==> src/rtl/exp6_detector_jogada_pkg.sv <==
// exp6_detector_jogada_pkg: debug state codes and default debounce length shared across the game
package exp6_detector_jogada_pkg;
   typedef enum logic [3:0] {
      ESPERA_SOLTO = 4'b0000,
      LIVRE        = 4'b0001,
      PULSO        = 4'b0010
   } estado_t;
   localparam logic [3:0] EST_INVALIDO = 4'b1111;
   localparam int DEBOUNCE_CICLOS_PADRAO = 50000;
endpackage

==> src/rtl/exp6_debouncer.sv <==
// exp6_debouncer: two-flop synchronizer plus whole-vector stability filter
module exp6_debouncer
   import exp6_detector_jogada_pkg::*;
#(
   parameter int W      = 4,
   parameter int CICLOS = DEBOUNCE_CICLOS_PADRAO
) (
   input  logic         clock,
   input  logic         reset,
   input  logic [W-1:0] botoes_i,
   output logic [W-1:0] filtrado_o
);
   localparam int CW = $clog2(CICLOS);
   localparam logic [CW-1:0] CNT_MAX = CW'(CICLOS - 1);
   logic [W-1:0]  sinc1_q, sinc2_q, cand_q, cand_d, filt_q, filt_d;
   logic [CW-1:0] cnt_q, cnt_d;
   // any change of the synchronized vector restarts the count; a saturated count publishes the candidate
   always_comb begin
      cand_d = sinc2_q;
      cnt_d  = (sinc2_q != cand_q) ? '0 : (cnt_q == CNT_MAX) ? cnt_q : cnt_q + 1'b1;
      filt_d = (sinc2_q == cand_q && cnt_q == CNT_MAX) ? cand_q : filt_q;
   end
   // synchronizer and filter state
   always_ff @(posedge clock or posedge reset) begin
      if (reset) begin
         sinc1_q <= '0;
         sinc2_q <= '0;
         cand_q  <= '0;
         cnt_q   <= '0;
         filt_q  <= '0;
      end else begin
         sinc1_q <= botoes_i;
         sinc2_q <= sinc1_q;
         cand_q  <= cand_d;
         cnt_q   <= cnt_d;
         filt_q  <= filt_d;
      end
   end
   assign filtrado_o = filt_q;
endmodule

==> src/rtl/exp6_detector_jogada.sv <==
// exp6_detector_jogada: turns debounced one-hot presses into a single-cycle jogada pulse
module exp6_detector_jogada
   import exp6_detector_jogada_pkg::*;
#(
   parameter int N_BOTOES        = 4,
   parameter int DEBOUNCE_CICLOS = DEBOUNCE_CICLOS_PADRAO
) (
   input  logic                clock,
   input  logic                reset,
   input  logic [N_BOTOES-1:0] botoes,
   input  logic                habilita,
   output logic                jogada,
   output logic [N_BOTOES-1:0] jogada_valor,
   output logic                db_invalida,
   output logic [N_BOTOES-1:0] db_botoes_filtrados,
   output logic [3:0]          db_estado
);
   estado_t             state_q;
   logic                jogada_q, invalida_q;
   logic [N_BOTOES-1:0] valor_q, filt;
   logic                um_quente;
   exp6_debouncer #(
      .W      (N_BOTOES),
      .CICLOS (DEBOUNCE_CICLOS)
   ) u_debouncer (
      .clock      (clock),
      .reset      (reset),
      .botoes_i   (botoes),
      .filtrado_o (filt)
   );
   assign um_quente = (filt != '0) && ((filt & (filt - 1'b1)) == '0);
   // press FSM: a key must be seen released before the next press can be accepted
   always_ff @(posedge clock or posedge reset) begin
      if (reset) begin
         state_q    <= ESPERA_SOLTO;
         jogada_q   <= 1'b0;
         valor_q    <= '0;
         invalida_q <= 1'b0;
      end else begin
         jogada_q <= 1'b0;
         case (state_q)
            ESPERA_SOLTO: if (filt == '0) state_q <= LIVRE;
            LIVRE: if (filt != '0) begin
               if (um_quente && habilita) begin
                  state_q    <= PULSO;
                  jogada_q   <= 1'b1;
                  valor_q    <= filt;
                  invalida_q <= 1'b0;
               end else begin
                  state_q <= ESPERA_SOLTO;
                  if (!um_quente) invalida_q <= 1'b1;
               end
            end
            PULSO:   state_q <= ESPERA_SOLTO;
            default: state_q <= ESPERA_SOLTO;
         endcase
      end
   end
   assign jogada              = jogada_q;
   assign jogada_valor        = valor_q;
   assign db_invalida         = invalida_q;
   assign db_botoes_filtrados = filt;
   assign db_estado           = (state_q inside {ESPERA_SOLTO, LIVRE, PULSO}) ? state_q : EST_INVALIDO;
endmodule

==> config.mk <==
export PLATFORM = sky130hd
export DESIGN_NAME = exp6_detector_jogada
export DESIGN_NICKNAME = d
export VERILOG_FILES = /design/src/rtl/exp6_detector_jogada_pkg.sv /design/src/rtl/exp6_debouncer.sv /design/src/rtl/exp6_detector_jogada.sv
export SDC_FILE = /design/constraint.sdc
export NUM_CORES = 1
export LEC_CHECK = 0
export ABC_AREA = 1
export BUFFER_PORTS_ARGS = -buffer_cell sky130_fd_sc_hd__buf_2
export CAP_MARGIN = 20
export CORE_MARGIN = 2
export CORE_UTILIZATION = 40
export DETAILED_ROUTE_END_ITERATION = 10
export PLACE_DENSITY = 0.54
export SLEW_MARGIN = 20
export SYNTH_ARGS = -nofsm -noshare
export SYNTH_HDL_FRONTEND = slang
export SYNTH_SLANG_ARGS = --single-unit
==> constraint.sdc <==
create_clock -name clock -period 1.6 [get_ports clock]
set_input_delay 0.16 -clock clock [delete_from_list [all_inputs] [get_ports clock]]
set_output_delay 0.16 -clock clock [all_outputs]
set_load 0.005 [all_outputs]
==> impl.org <==
** Run status
- The run finished with clean final reports.

** Synthesis
- Post-synthesis area per instance :: 8.455 um2
- Synthesized net count :: 235
- Post-synthesis share of cell area spent on and, or, nand and nor gates :: 35.46%
- Summing every instance area after synthesis gives 1919 um2.
- Synth warn :: 0
- Sequential element share of the synthesized area :: 52.15%
- Of the total synthesized cell area, the portion taken by full adders, half adders and majority gates is 0.6519%.
- Largest family of logic cells by synthesized area :: simple AND/OR/NAND/NOR gates
- Counting flops and latches in the post-synthesis netlist gives 40.
- Synth unique cells :: 26
- The synthesized netlist devotes 1.565% of its cell area to compound gates.
- Of the total synthesized cell area, the portion taken by XOR and XNOR cells is 3.194%.
- Synthesis produced 227 cells.
- In the synthesized netlist, mux cells make up 0% of the area.

** Timing
- The routed design could run at a clock period as short as 1.438 ns.
- Final setup viols :: 0
- The number of pins exceeding their max-slew limit in the final report was 0.
- Transition at the pin with the smallest max-transition slack :: 0.4950 ns
- Worst clock skew on the final layout :: 0.007624 ns
- Slew Limit Headroom :: 67.00%
- Final critical-path share of the clock period :: 89.89%
- Based on the critical path, the design can be clocked at up to 695.3 MHz.
- Unrepaired setup endpoints after global routing :: false
- Final setup TNS :: 0 ns
- The total count of hold-check failures in the final report is 0.

** Worst setup path
- Worst endpoint required time :: 1.78 ns
- Kind of launch point of the worst setup path :: register
- Data arrival time at the worst-slack endpoint :: 1.62 ns
- Of all nets on the critical path, the largest fanout is 7.
- The setup path with the least slack is of type reg2reg.
- Type of destination of the critical path :: register

** Clock network
- The H-tree generated during clock tree synthesis spans 2 levels.
- CTS max path bufs :: 2
- Clock tree synthesis selected as its root buffer the cell clkbuf_8.
- In this run, post-CTS hold repair placed 5 buffers.
- # resized after CTS :: 0
- In this run, CTS created clock tree buffers numbering 5.
- Buffers added to address setup during post-CTS repair amount to 0.
- Clock-pin slew was measured on the worst setup and hold paths at 0.08 ns.
- For the worst-skew pair, the clock arrives at the later sink with an insertion delay of 0.29 ns.
- Number of sinks driven by the clock tree :: 40
- CTS tree :: done

** Flow run
- Max-cap violation count :: 0

** Die
- Count of boundary I/O pins :: 21
- Horizontal die dimension :: 73.27 um
- DIE AREA :: 5368 um2
- The floorplan step set the die height to 73.27 um.
- Starting utilization of the core area :: 41.18%
- Placeable core region :: 4661 um2
- Num rows :: 25

** Cells and area
- Ant. Diodes :: 0
- In the final design database the tool counted 266 nets.
- Cells with a size suffix above 1 make up 19.31% of the layout.
- Commonest cells after routing, fill and taps aside :: nand2_1, dfrtp_1, nor2_1
- Leaving out fill and tap cells, the most frequent cell in the layout is nand2_1.
- Compared with the post-synthesis result, the final layout area differs by 18.12%.
- Once layout is complete, the utilization of the core stands at 48.64%.

** Routing
- The count of nets left with antenna violations once routing finished came out at 0.
- Number of iterations in the first detailed-routing pass :: 4
- Detailed-route wire length per cell :: 11.15 um
- In the routed design, unresolved DRC markers number 0.
- The routed layout has 1434 vias.
- Vias/cell :: 4.581
- 1st-iter DRT viols :: 77
- After detailed routing, the total wire length is 3.490 mm.

** Global routing
- Overflow left after global routing :: 0
- The first global-routing pass estimated 6.161 mm of wire.
- Maximum number of pins on one net before global-route repair :: 41
- GR peak layer :: met2
- Initial antenna violation count :: 0
- For met3 alone, demand over resource in global routing was 3.292%.
- Overall routing resource usage :: 15.21%
- Vias in the first global route :: 1410
- For this run, global-route usage on met1 was measured as 19.18%.
- Met2 usage :: 24.62%

** Power
- Pwr/cell area :: 872.0 nW/um2
- In this run the static leakage power is 1.233 nW.
- VDD IR-drop max :: 0.3682 mV

** Placement
- Gpl congestion :: 0.7589
- DPL Wire Length :: 2.463 mm
- In this run the tool buffered the top-level ports with 20 buffer cells.

** Min path
- Type of the tightest min-delay check :: in2reg
## state kept, by name (all words and copies together), names as in the netlist
| name | flops |
|---|---|
| u_debouncer.cand_q | 4 |
| u_debouncer.cnt_q | 16 |
| jogada | 1 |
| u_debouncer.filtrado_o | 4 |
| db_invalida | 1 |
| u_debouncer.cand_d | 4 |
| state_q | 2 |
| jogada_valor | 4 |
| u_debouncer.sinc1_q | 4 |
## per-stage QoR
stage | instance area, um2 | setup slack [ns] | total power (W) | instances | hold slack [ns]
final | 2267 | 0.1618 | 0.001977 | 313 | 0.1922
after global routing | 2267 | 0.03697 | 0.002061 | 313 | 0.2400
after CTS | 2267 | 0.1535 | 0.002021 | 313 | 0.1900
after detailed placement | 2096 | 0.1750 | 0.001119 | 300 | 0.2699
after global placement | 2096 | 0.2193 | 0.001117 | 300 | 0.2681
after floorplan | 1919 | 0.2813 | 0.001095 | 227 | 0.1914
## worst max-delay path, stage by stage (launching register included)
cell and delay [ns]:
dfrtp_1 0.41, ha_1 0.20, nand2_2 0.11, nor2_8 0.15
nand3_4 0.10, nor2_8 0.17, nand2_4 0.08, nand2_1 0.06
nand2_1 0.05
## final timing paths
path	start	end	slack, ns	depth (start not counted)
max reg2reg	u_debouncer.cnt_q[0]	u_debouncer.filtrado_o[2]	0.16	8
max	u_debouncer.cnt_q[0]	u_debouncer.filtrado_o[2]	0.16	8
max in group asynchronous	reset	db_invalida	0.73	4
min in group asynchronous	reset	u_debouncer.cnt_q[9]	0.52	4
min	habilita	db_invalida	0.19	4
min reg2reg	u_debouncer.sinc1_q[3]	u_debouncer.cand_d[3]	0.35	0
## Yosys cell counts, drive strengths merged
library cell | n | area [um2]
ha | 1 | 12.51
nand3 | 17 | 97.60
xnor2 | 4 | 35.03
nand3b | 2 | 15.01
clkbuf | 2 | 7.510
o21ai | 2 | 10.01
xor2 | 3 | 26.28
nand2 | 75 | 301.5
nor3 | 2 | 10.01
nand4 | 6 | 43.79
inv | 28 | 107.6
a21oi | 4 | 20.02
dfrtp | 40 | 1001
nor2 | 38 | 206.5
buf | 2 | 18.77
or2 | 1 | 6.260
## kinds of logic after synthesis
family                     count (synthesis)
and+or+nand+nor                          141
DFF                                       40
buffers and inverters                     32
xor gates and xnor gates                   7
AOI/OAI and AO/OA                          6
adders and majority gates                  1
## where the power goes
part	switching, W	internal (W)
clock network	0.000362	0.000510
registers	0.00000925	0.00103
logic	0.0000408	0.0000283
## area by class of cell
cell class,count,area (um2)
inverter,28,107.6
timing repair buffer,28,185.2
clock buffer,6,82.58
sequential,40,1001
fill,464,2394
multi-input combinational,155,784.5
clock inverter,2,38.79
tap,54,67.56
## routing by layer
layer | up-vias | share of wire [%]
met5 | - | 0
met4 | 0 | 1.5
met3 | 4 | 2.8
met2 | 19 | 47
met1 | 651 | 49
li1 | 760 | -
Power figures use the tool's default switching activity.
